### src/rtl/stencil_linebuf_ub_if.sv
// Stream interface for the stencil line-buffer unit.
//   master side (pixel producer): drives flush, in_wen, in_data and
//                                 observes the window outputs.
//   slave side  (the buffer)    : receives pixels, drives out_valid,
//                                 out_data (K*K taps), out_x, out_y,
//                                 frame_done.
interface stencil_linebuf_ub_if #(
  parameter int DATA_W = 16,
  parameter int K      = 3,
  parameter int XW     = 6,
  parameter int YW     = 6
);
  logic                    flush;
  logic                    in_wen;
  logic [DATA_W-1:0]       in_data;
  logic                    out_valid;
  logic [K*K*DATA_W-1:0]   out_data;
  logic [XW-1:0]           out_x;
  logic [YW-1:0]           out_y;
  logic                    frame_done;

  modport master (
    output flush, in_wen, in_data,
    input  out_valid, out_data, out_x, out_y, frame_done
  );

  modport slave (
    input  flush, in_wen, in_data,
    output out_valid, out_data, out_x, out_y, frame_done
  );
endinterface

### src/rtl/stencil_linebuf_ub.sv
// Streaming unified buffer producing a full KxK stencil window for every
// accepted raster-order pixel. K-1 previous image rows live in ring line
// buffers indexed by the internal column counter; the window itself is a
// KxK column shift register.
// Ports:
//   clk    - rising-edge clock
//   rst_n  - asynchronous active-low reset (counters and outputs)
//   bus    - slave modport: flush / in_wen / in_data in,
//            out_valid / out_data / out_x / out_y / frame_done out.
//            Tap t = r*K+c of out_data holds pixel (out_x+c, out_y+r).
module stencil_linebuf_ub #(
  parameter int DATA_W = 16,
  parameter int IMG_W  = 64,
  parameter int IMG_H  = 64,
  parameter int K      = 3,
  parameter int XW     = $clog2(IMG_W),
  parameter int YW     = $clog2(IMG_H)
) (
  input  logic                clk,
  input  logic                rst_n,
  stencil_linebuf_ub_if.slave bus
);

  localparam int WIN_W = K * K * DATA_W;

  localparam logic [XW-1:0] X_LAST  = XW'(IMG_W - 1);
  localparam logic [YW-1:0] Y_LAST  = YW'(IMG_H - 1);
  localparam logic [XW-1:0] X_FIRST = XW'(K - 1);
  localparam logic [YW-1:0] Y_FIRST = YW'(K - 1);

  // Line buffer storage: lb_mem[j][x] holds row y-1-j at column x.
  logic [DATA_W-1:0] lb_mem [K-1][IMG_W];

  logic [XW-1:0]     x_q, x_d;
  logic [YW-1:0]     y_q, y_d;
  logic              out_valid_q, out_valid_d;
  logic [WIN_W-1:0]  out_data_q, out_data_d;
  logic [XW-1:0]     out_x_q, out_x_d;
  logic [YW-1:0]     out_y_q, out_y_d;
  logic              frame_done_q, frame_done_d;

  logic [DATA_W-1:0] col [K];
  logic              accept;

  // flush takes priority over a coincident write; that pixel is dropped.
  assign accept = bus.in_wen && !bus.flush;

  // Column entering the window: oldest row at the top, live pixel at the bottom.
  always_comb begin
    for (int r = 0; r < K - 1; r++) begin
      col[r] = lb_mem[K-2-r][x_q];
    end
    col[K-1] = bus.in_data;
  end

  // The registered output window doubles as the window shift register:
  // both change only on an accepted write, so a separate copy would be
  // redundant.
  always_comb begin
    x_d          = x_q;
    y_d          = y_q;
    out_valid_d  = 1'b0;
    frame_done_d = 1'b0;
    out_data_d   = out_data_q;
    out_x_d      = out_x_q;
    out_y_d      = out_y_q;

    if (bus.flush) begin
      x_d = '0;
      y_d = '0;
    end else if (bus.in_wen) begin
      // Shifting the flat vector down one tap moves every column left;
      // the rightmost tap of each row then receives the new column,
      // overwriting the value that leaked in from the next row.
      out_data_d = out_data_q >> DATA_W;
      for (int r = 0; r < K; r++) begin
        out_data_d[(r*K + K-1)*DATA_W +: DATA_W] = col[r];
      end

      // Windows that would straddle a row or frame boundary never
      // qualify, so stale window or line-buffer data is never exposed.
      out_valid_d  = (x_q >= X_FIRST) && (y_q >= Y_FIRST);
      out_x_d      = x_q - X_FIRST;
      out_y_d      = y_q - Y_FIRST;
      frame_done_d = (x_q == X_LAST) && (y_q == Y_LAST);

      if (x_q == X_LAST) begin
        x_d = '0;
        y_d = (y_q == Y_LAST) ? '0 : y_q + YW'(1);
      end else begin
        x_d = x_q + XW'(1);
      end
    end
  end

  always_ff @(posedge clk or negedge rst_n) begin
    if (!rst_n) begin
      x_q          <= '0;
      y_q          <= '0;
      out_valid_q  <= 1'b0;
      out_data_q   <= '0;
      out_x_q      <= '0;
      out_y_q      <= '0;
      frame_done_q <= 1'b0;
    end else begin
      x_q          <= x_d;
      y_q          <= y_d;
      out_valid_q  <= out_valid_d;
      out_data_q   <= out_data_d;
      out_x_q      <= out_x_d;
      out_y_q      <= out_y_d;
      frame_done_q <= frame_done_d;
    end
  end

  // Line buffers: combinational read above, registered write here. Each
  // buffer reads and writes the same column in a cycle, so the read sees
  // the old contents and rows ripple down one buffer per write.
  always_ff @(posedge clk) begin
    if (accept) begin
      lb_mem[0][x_q] <= bus.in_data;
      for (int j = 1; j < K - 1; j++) begin
        lb_mem[j][x_q] <= lb_mem[j-1][x_q];
      end
    end
  end

  assign bus.out_valid  = out_valid_q;
  assign bus.out_data   = out_data_q;
  assign bus.out_x      = out_x_q;
  assign bus.out_y      = out_y_q;
  assign bus.frame_done = frame_done_q;

endmodule

### src/flat_wrapper.sv
// flat-port wrapper written by rule: the top's interface ports become plain ports
module stencil_linebuf_ub_flat 
#(
  parameter int DATA_W = 16,
  parameter int IMG_W  = 64,
  parameter int IMG_H  = 64,
  parameter int K      = 3,
  parameter int XW     = $clog2(IMG_W),
  parameter int YW     = $clog2(IMG_H)
)
  (clk, rst_n, bus_flush, bus_in_wen, bus_in_data, bus_out_valid, bus_out_data, bus_out_x, bus_out_y, bus_frame_done);
  stencil_linebuf_ub_if #(.DATA_W(DATA_W), .K(K), .XW(XW), .YW(YW)) bus_i ();
  input  logic clk;
  input  logic rst_n;
  input wire logic [$bits(bus_i.flush)-1:0] bus_flush;
  input wire logic [$bits(bus_i.in_wen)-1:0] bus_in_wen;
  input wire logic [$bits(bus_i.in_data)-1:0] bus_in_data;
  output wire logic [$bits(bus_i.out_valid)-1:0] bus_out_valid;
  output wire logic [$bits(bus_i.out_data)-1:0] bus_out_data;
  output wire logic [$bits(bus_i.out_x)-1:0] bus_out_x;
  output wire logic [$bits(bus_i.out_y)-1:0] bus_out_y;
  output wire logic [$bits(bus_i.frame_done)-1:0] bus_frame_done;
  assign bus_i.flush = bus_flush;
  assign bus_i.in_wen = bus_in_wen;
  assign bus_i.in_data = bus_in_data;
  assign bus_out_valid = bus_i.out_valid;
  assign bus_out_data = bus_i.out_data;
  assign bus_out_x = bus_i.out_x;
  assign bus_out_y = bus_i.out_y;
  assign bus_frame_done = bus_i.frame_done;
  stencil_linebuf_ub #(.DATA_W(DATA_W), .IMG_W(IMG_W), .IMG_H(IMG_H), .K(K), .XW(XW), .YW(YW)) u_core (.clk(clk), .rst_n(rst_n), .bus(bus_i));
endmodule
### config.mk
export PLATFORM = sky130hd
export DESIGN_NAME = stencil_linebuf_ub_flat
export DESIGN_NICKNAME = d
export VERILOG_FILES = /design/src/rtl/stencil_linebuf_ub_if.sv /design/src/rtl/stencil_linebuf_ub.sv /design/src/flat_wrapper.sv
export SDC_FILE = /design/constraint.sdc
export NUM_CORES = 2
export LEC_CHECK = 0
export BUFFER_PORTS_ARGS = -buffer_cell sky130_fd_sc_hd__buf_2
export CAP_MARGIN = 20
export CORE_ASPECT_RATIO = 1.25
export CORE_MARGIN = 1.5
export CORE_UTILIZATION = 35
export DETAILED_ROUTE_END_ITERATION = 10
export PLACE_DENSITY = 0.55
export SYNTH_ARGS = -nofsm -noshare
export SYNTH_HDL_FRONTEND = slang
export SYNTH_SLANG_ARGS = --single-unit
### constraint.sdc
create_clock -name clk -period 5.47 [get_ports clk]
set_input_delay 1.3675 -clock clk [delete_from_list [all_inputs] [get_ports clk]]
set_output_delay 1.3675 -clock clk [all_outputs]
set_load 0.1 [all_outputs]
# Word-level counts from Yosys, hierarchy flattened
# Memory sizes are Yosys's and may differ from the RTL's.
# Cells that the tools add are included.
[totals]
ff_bits = 170
mem_bits_rw = 2048
in_bits = 20
output_inout_bits = 158
elab_cells = 50
n_memories = 1
[op_classes]
add_sub_neg = 4
order_cmp = 4
n_eq_ne = 2
n_mux = 21
n_bitwise = 2
reduce_logical = 9
[memory_table]
columns = ["memory", "words", "word_bits", "rd", "rd_ports_with_merged_regs", "write_ports", "line_no", "source"]
rows = [
  ["u_core.lb_mem", 2, 1024, 2, 0, 2, "stencil_linebuf_ub.sv:32", "logic [DATA_W-1:0] lb_mem [K-1][IMG_W];"],
]
[op_table]
columns = ["operator", "count"]
rows = [
  ["$mux 1024", 1],
  ["$bmux 16 s6", 2],
  ["$demux 16 s6", 1],
  ["$mux 16", 5],
  ["$mux 6", 7],
  ["$add 6x1->6 const B", 2],
  ["$eq 6x6->1 const B", 2],
  ["$ge 6x2->1 const B", 2],
  ["$sub 6x2->6 const B", 2],
  ["$ge 7x7->1 const B", 1],
  ["$lt 7x1->1 const B", 1],
  ["$not 6->7", 1],
  ["$mux 1", 5],
  ["$logic_and 1x1->1", 4],
  ["$reduce_and 2->1", 2],
  ["$reduce_bool 2->1", 2],
  ["$logic_not 1->1", 1],
  ["$not 1->1", 1],
]

# Logic depth before layout (Yosys ltp)
[depth]
word_depth = 6
mapped_depth = 13
ltp_nobuf = 6

# Worst setup path after synthesis
# Ideal clock, no wire load.
[synth_path]
path_kind = "register to register"
start = "register u_core.x_q[0]"
end = "memory u_core.lb_mem[0][1025] (netlist bit), data pin"
setup_ns = 0.736
t_arrival_ns = 4.312
required_time_ns = 4.734
setup_slack_ns = 0.422
path_stages_with_launch = 10
n_path_buf = 5
synth_period_minus_slack_ns = 5.048
cell_sequence = "dfrtp_1 buf_4 buf_6 buf_4 buf_6 buf_4 mux2i_1 a22oi_1 a21oi_1 o32ai_1"
[synth_lines]
columns = ["item", "line_no", "source"]
rows = [
  ["from (decl)", "stencil_linebuf_ub.sv:34", "logic [XW-1:0] x_q, x_d;"],
  ["from (signal assigned)", "stencil_linebuf_ub.sv:98", "x_q <= '0;"],
  ["from (signal assigned)", "stencil_linebuf_ub.sv:106", "x_q <= x_d;"],
  ["to (decl)", "stencil_linebuf_ub.sv:32", ""],
]

==> impl_metrics.py <==
metrics = {
    "clock_network": {
        "cts_max_level": 4,
        "clk_pin_slew_ns": 0.06,
        "clkLatencyLatePin_ns": 0.87,
        "clockRootBuffer": "clkbuf_16",
        "cts_resized": 0,
        "cts_buffer_depth": 4,
        "numCtsBuffers": 209,
        "cts_tree": "yes",
        "cts_setup_buffers": 0,
        "clkSinkCount": 2218,
        "holdBufCountCts": 0,
    },
    "pwr": {
        "p_sw_frac": 0.254,
        "power_switching_uw": 9520,
        "power.leakage_uw": 0.0320,
        "clkPwrFrac": 0.383,
        "internal-power_uw": 27900,
        "p_per_area_nw_per_um2": 379,
        "seq_power_share": 0.513,
        "power_uw": 37400,
        "power_frac_comb": 0.104,
        "peakVddDrop_v": 0.000249,
    },
    "detailed_routing": {
        "vias_per_cell": 5.55,
        "drt.antenna.violating_nets": 0,
        "met3WireLength_mm": 15.0,
        "wl_met1_mm": 101,
        "routedWlPerCell_microns": 31.7,
        "drc": 0,
        "drt-initial-drc-count": 4729,
        "vias": 45000,
        "firstDrtPassIters": 6,
        "wl_met2_mm": 131,
        "highest_layer": "met5",
        "wirelength_mm": 257,
    },
    "sta": {
        "finalCritPeriodShare": 0.853,
        "skew_ns": 0.0422,
        "finalSetupTns_ns": 0,
        "finalHoldViolCount": 0,
        "rsz0062_at_grt": "false",
        "worstMarginPinSlew_ns": 1.22,
        "setup_viol": 0,
        "period_needed_ns": 4.67,
        "finalMaxSlewViolations": 0,
        "setup_slack_ns": 0.803,
        "max_slew_margin": 0.183,
        "hold_ws_ns": 0.467,
        "fmaxAchievable_mhz": 214,
    },
    "finish": {
        "nNetsFinal": 4822,
        "mostFrequentLayoutCell": "edfxtp_1",
        "mostFrequentLayoutCells": "edfxtp_1, nand2_1, mux2i_1",
        "drive_gt1_frac": 0.240,
        "syn_to_final_growth_pct": 15.7,
        "final_util": 0.408,
    },
    "die": {
        "start_util": 0.352,
        "die_area_sq_um": 247000,
        "die_x_microns": 445,
        "ioPinCount": 178,
        "rows": 202,
        "coreArea_sq_um": 242000,
        "die_h_microns": 555,
    },
    "critical_path": {
        "worstPathRequired_ns": 5.95,
        "cp_max_fo": 64,
        "start_kind": "register",
        "worstSetupEndpointType": "register",
        "critical_path_class": "register to register",
        "cp.arrival_ns": 5.15,
    },
    "global_route": {
        "grt_usage": 0.205,
        "grt-ovfl-total": 0,
        "antenna_found_initial": 6,
        "grt_max_degree": 157,
        "grt_pass1_wl_mm": 356,
        "grt_pass1_vias": 44900,
    },
    "logic_synthesis": {
        "synth_cell_types": 64,
        "syn_avg_cell_area_sq_um": 19.3,
        "async_flop_share": 0.0766,
        "syn_inst": 4417,
        "synth.area.top_cells": "edfxtp_1, mux4_2, dfrtp_1",
        "synth_top_area_frac": 0.720,
        "ys_seq_area_frac": 0.770,
        "synth_edf_count": 2048,
        "yosys.area.top_type": "edfxtp_1",
        "syn_area_sq_um": 85400,
        "synth.net_count": 4447,
        "ys_ff_latch": 2218,
        "ys_warn_count": 0,
        "synthFlopType": "edfxtp_1",
    },
    "place": {
        "portBuffers": 177,
        "place_congestion": 0.811,
        "dpl.hpwl_mm": 150,
        "pre_cts_slack_ns": 0.849,
    },
    "job": {
        "cap_violations": 0,
    },
    "min_path": {
        "hold_class": "register to register",
    },
    "status": {
        "status": "finished, final reports clean",
    },
}
==> per-stage QoR <==
step	instance area, sq um	cells
floorplan	85400	4417
global placement	92100	7737
detailed placement	92100	7740
CTS	98700	8113
global route	98800	8117
finish	98800	8118
==> flip-flops by register name, indices dropped and copies added (netlist names) <==
signal,cells
u_core.bus.frame_done,1
u_core.lb_mem,2048
u_core.bus.out_valid,1
u_core.bus.out_y,6
u_core.x_q,6
u_core.bus.out_x,6
u_core.y_q,6
u_core.bus.out_data,144
==> layer usage <==
metal | GRT usage | vias to the layer above
met2 | 0.357 | 1771
met4 | 0.0785 | 2
li1 | - | 18600
met1 | 0.261 | 24200
met5 | 0 | -
met3 | 0.0233 | 415
==> cells in the mapped netlist (10+ instances only) <==
cell type / number
buf_1: 20
clkbuf_1: 122
mux2i_1: 413
nor3_1: 27
mux2_2: 55
buf_2: 38
o221ai_1: 25
a22oi_1: 96
nor4_1: 11
o22ai_1: 102
o32a_1: 14
nand2_1: 430
nor2_1: 99
o21ai_0: 32
a22o_1: 33
a221oi_1: 20
o41ai_1: 10
nor2b_1: 10
buf_4: 40
a31oi_1: 13
a21oi_1: 44
buf_6: 35
ha_1: 10
edfxtp_1: 2048
nand3_1: 62
mux4_2: 312
dfrtp_1: 170
==> cell type report <==
class,count,area [sq um]
flip-flops and latches,2218,65800
diodes,2,5.00
clock inverters,105,948
clock buffers,268,5640
repair buffers,421,3490
inverters,9,36.3
multi-input cells,1933,18900
fillers,21400,144000
well taps,3162,3960
==> power groups by stage <==
stage	logic [uW]	clock network (uW)	registers [uW]
2_1_floorplan	1270	0	21000
3_3_place_gp	3880	0	19500
3_5_place_dp	3920	0	19600
4_1_cts	3930	14600	19200
5_1_grt	4060	15100	19200
6_report	3900	14300	19200
==> path summary, 6_finish.rpt <==
check | cells after the start | startpoint | endpoint | slack (ns)
max | 8 | u_core.x_q[0] | u_core.lb_mem[0][1503] | 0.80
min | 2 | u_core.bus.out_data[99] | u_core.bus.out_data[99] | 0.47
max reg2reg | 8 | u_core.x_q[0] | u_core.lb_mem[0][1503] | 0.80
min reg2reg | 2 | u_core.bus.out_data[99] | u_core.bus.out_data[99] | 0.47
max in group asynchronous | 2 | rst_n | u_core.bus.out_data[100] | 3.82
min in group asynchronous | 1 | rst_n | u_core.bus.out_y[4] | 0.61
==> cells by family after synthesis <==
group | after synthesis | share of synthesized area
and+or+nand+nor | 681 | 0.0334
AOI/OAI and AO/OA | 451 | 0.0385
xor gates and xnor gates | 11 | 0.00113
muxes | 780 | 0.138
adders and majority gates | 10 | 0.00147
buffers and inverters | 266 | 0.0174
DFF | 2218 | 0.770
==> worst max-delay path, stage by stage, from the launching register on <==
cell and delay, ns:
dfrtp_4 1.09, buf_12 0.36, buf_4 0.49, mux2i_1 0.25, o22ai_1 0.10, or3_1 0.44, o211ai_1 0.91, o21ai_4 0.08
buf_4 0.39
Power figures use the tool's default switching activity.
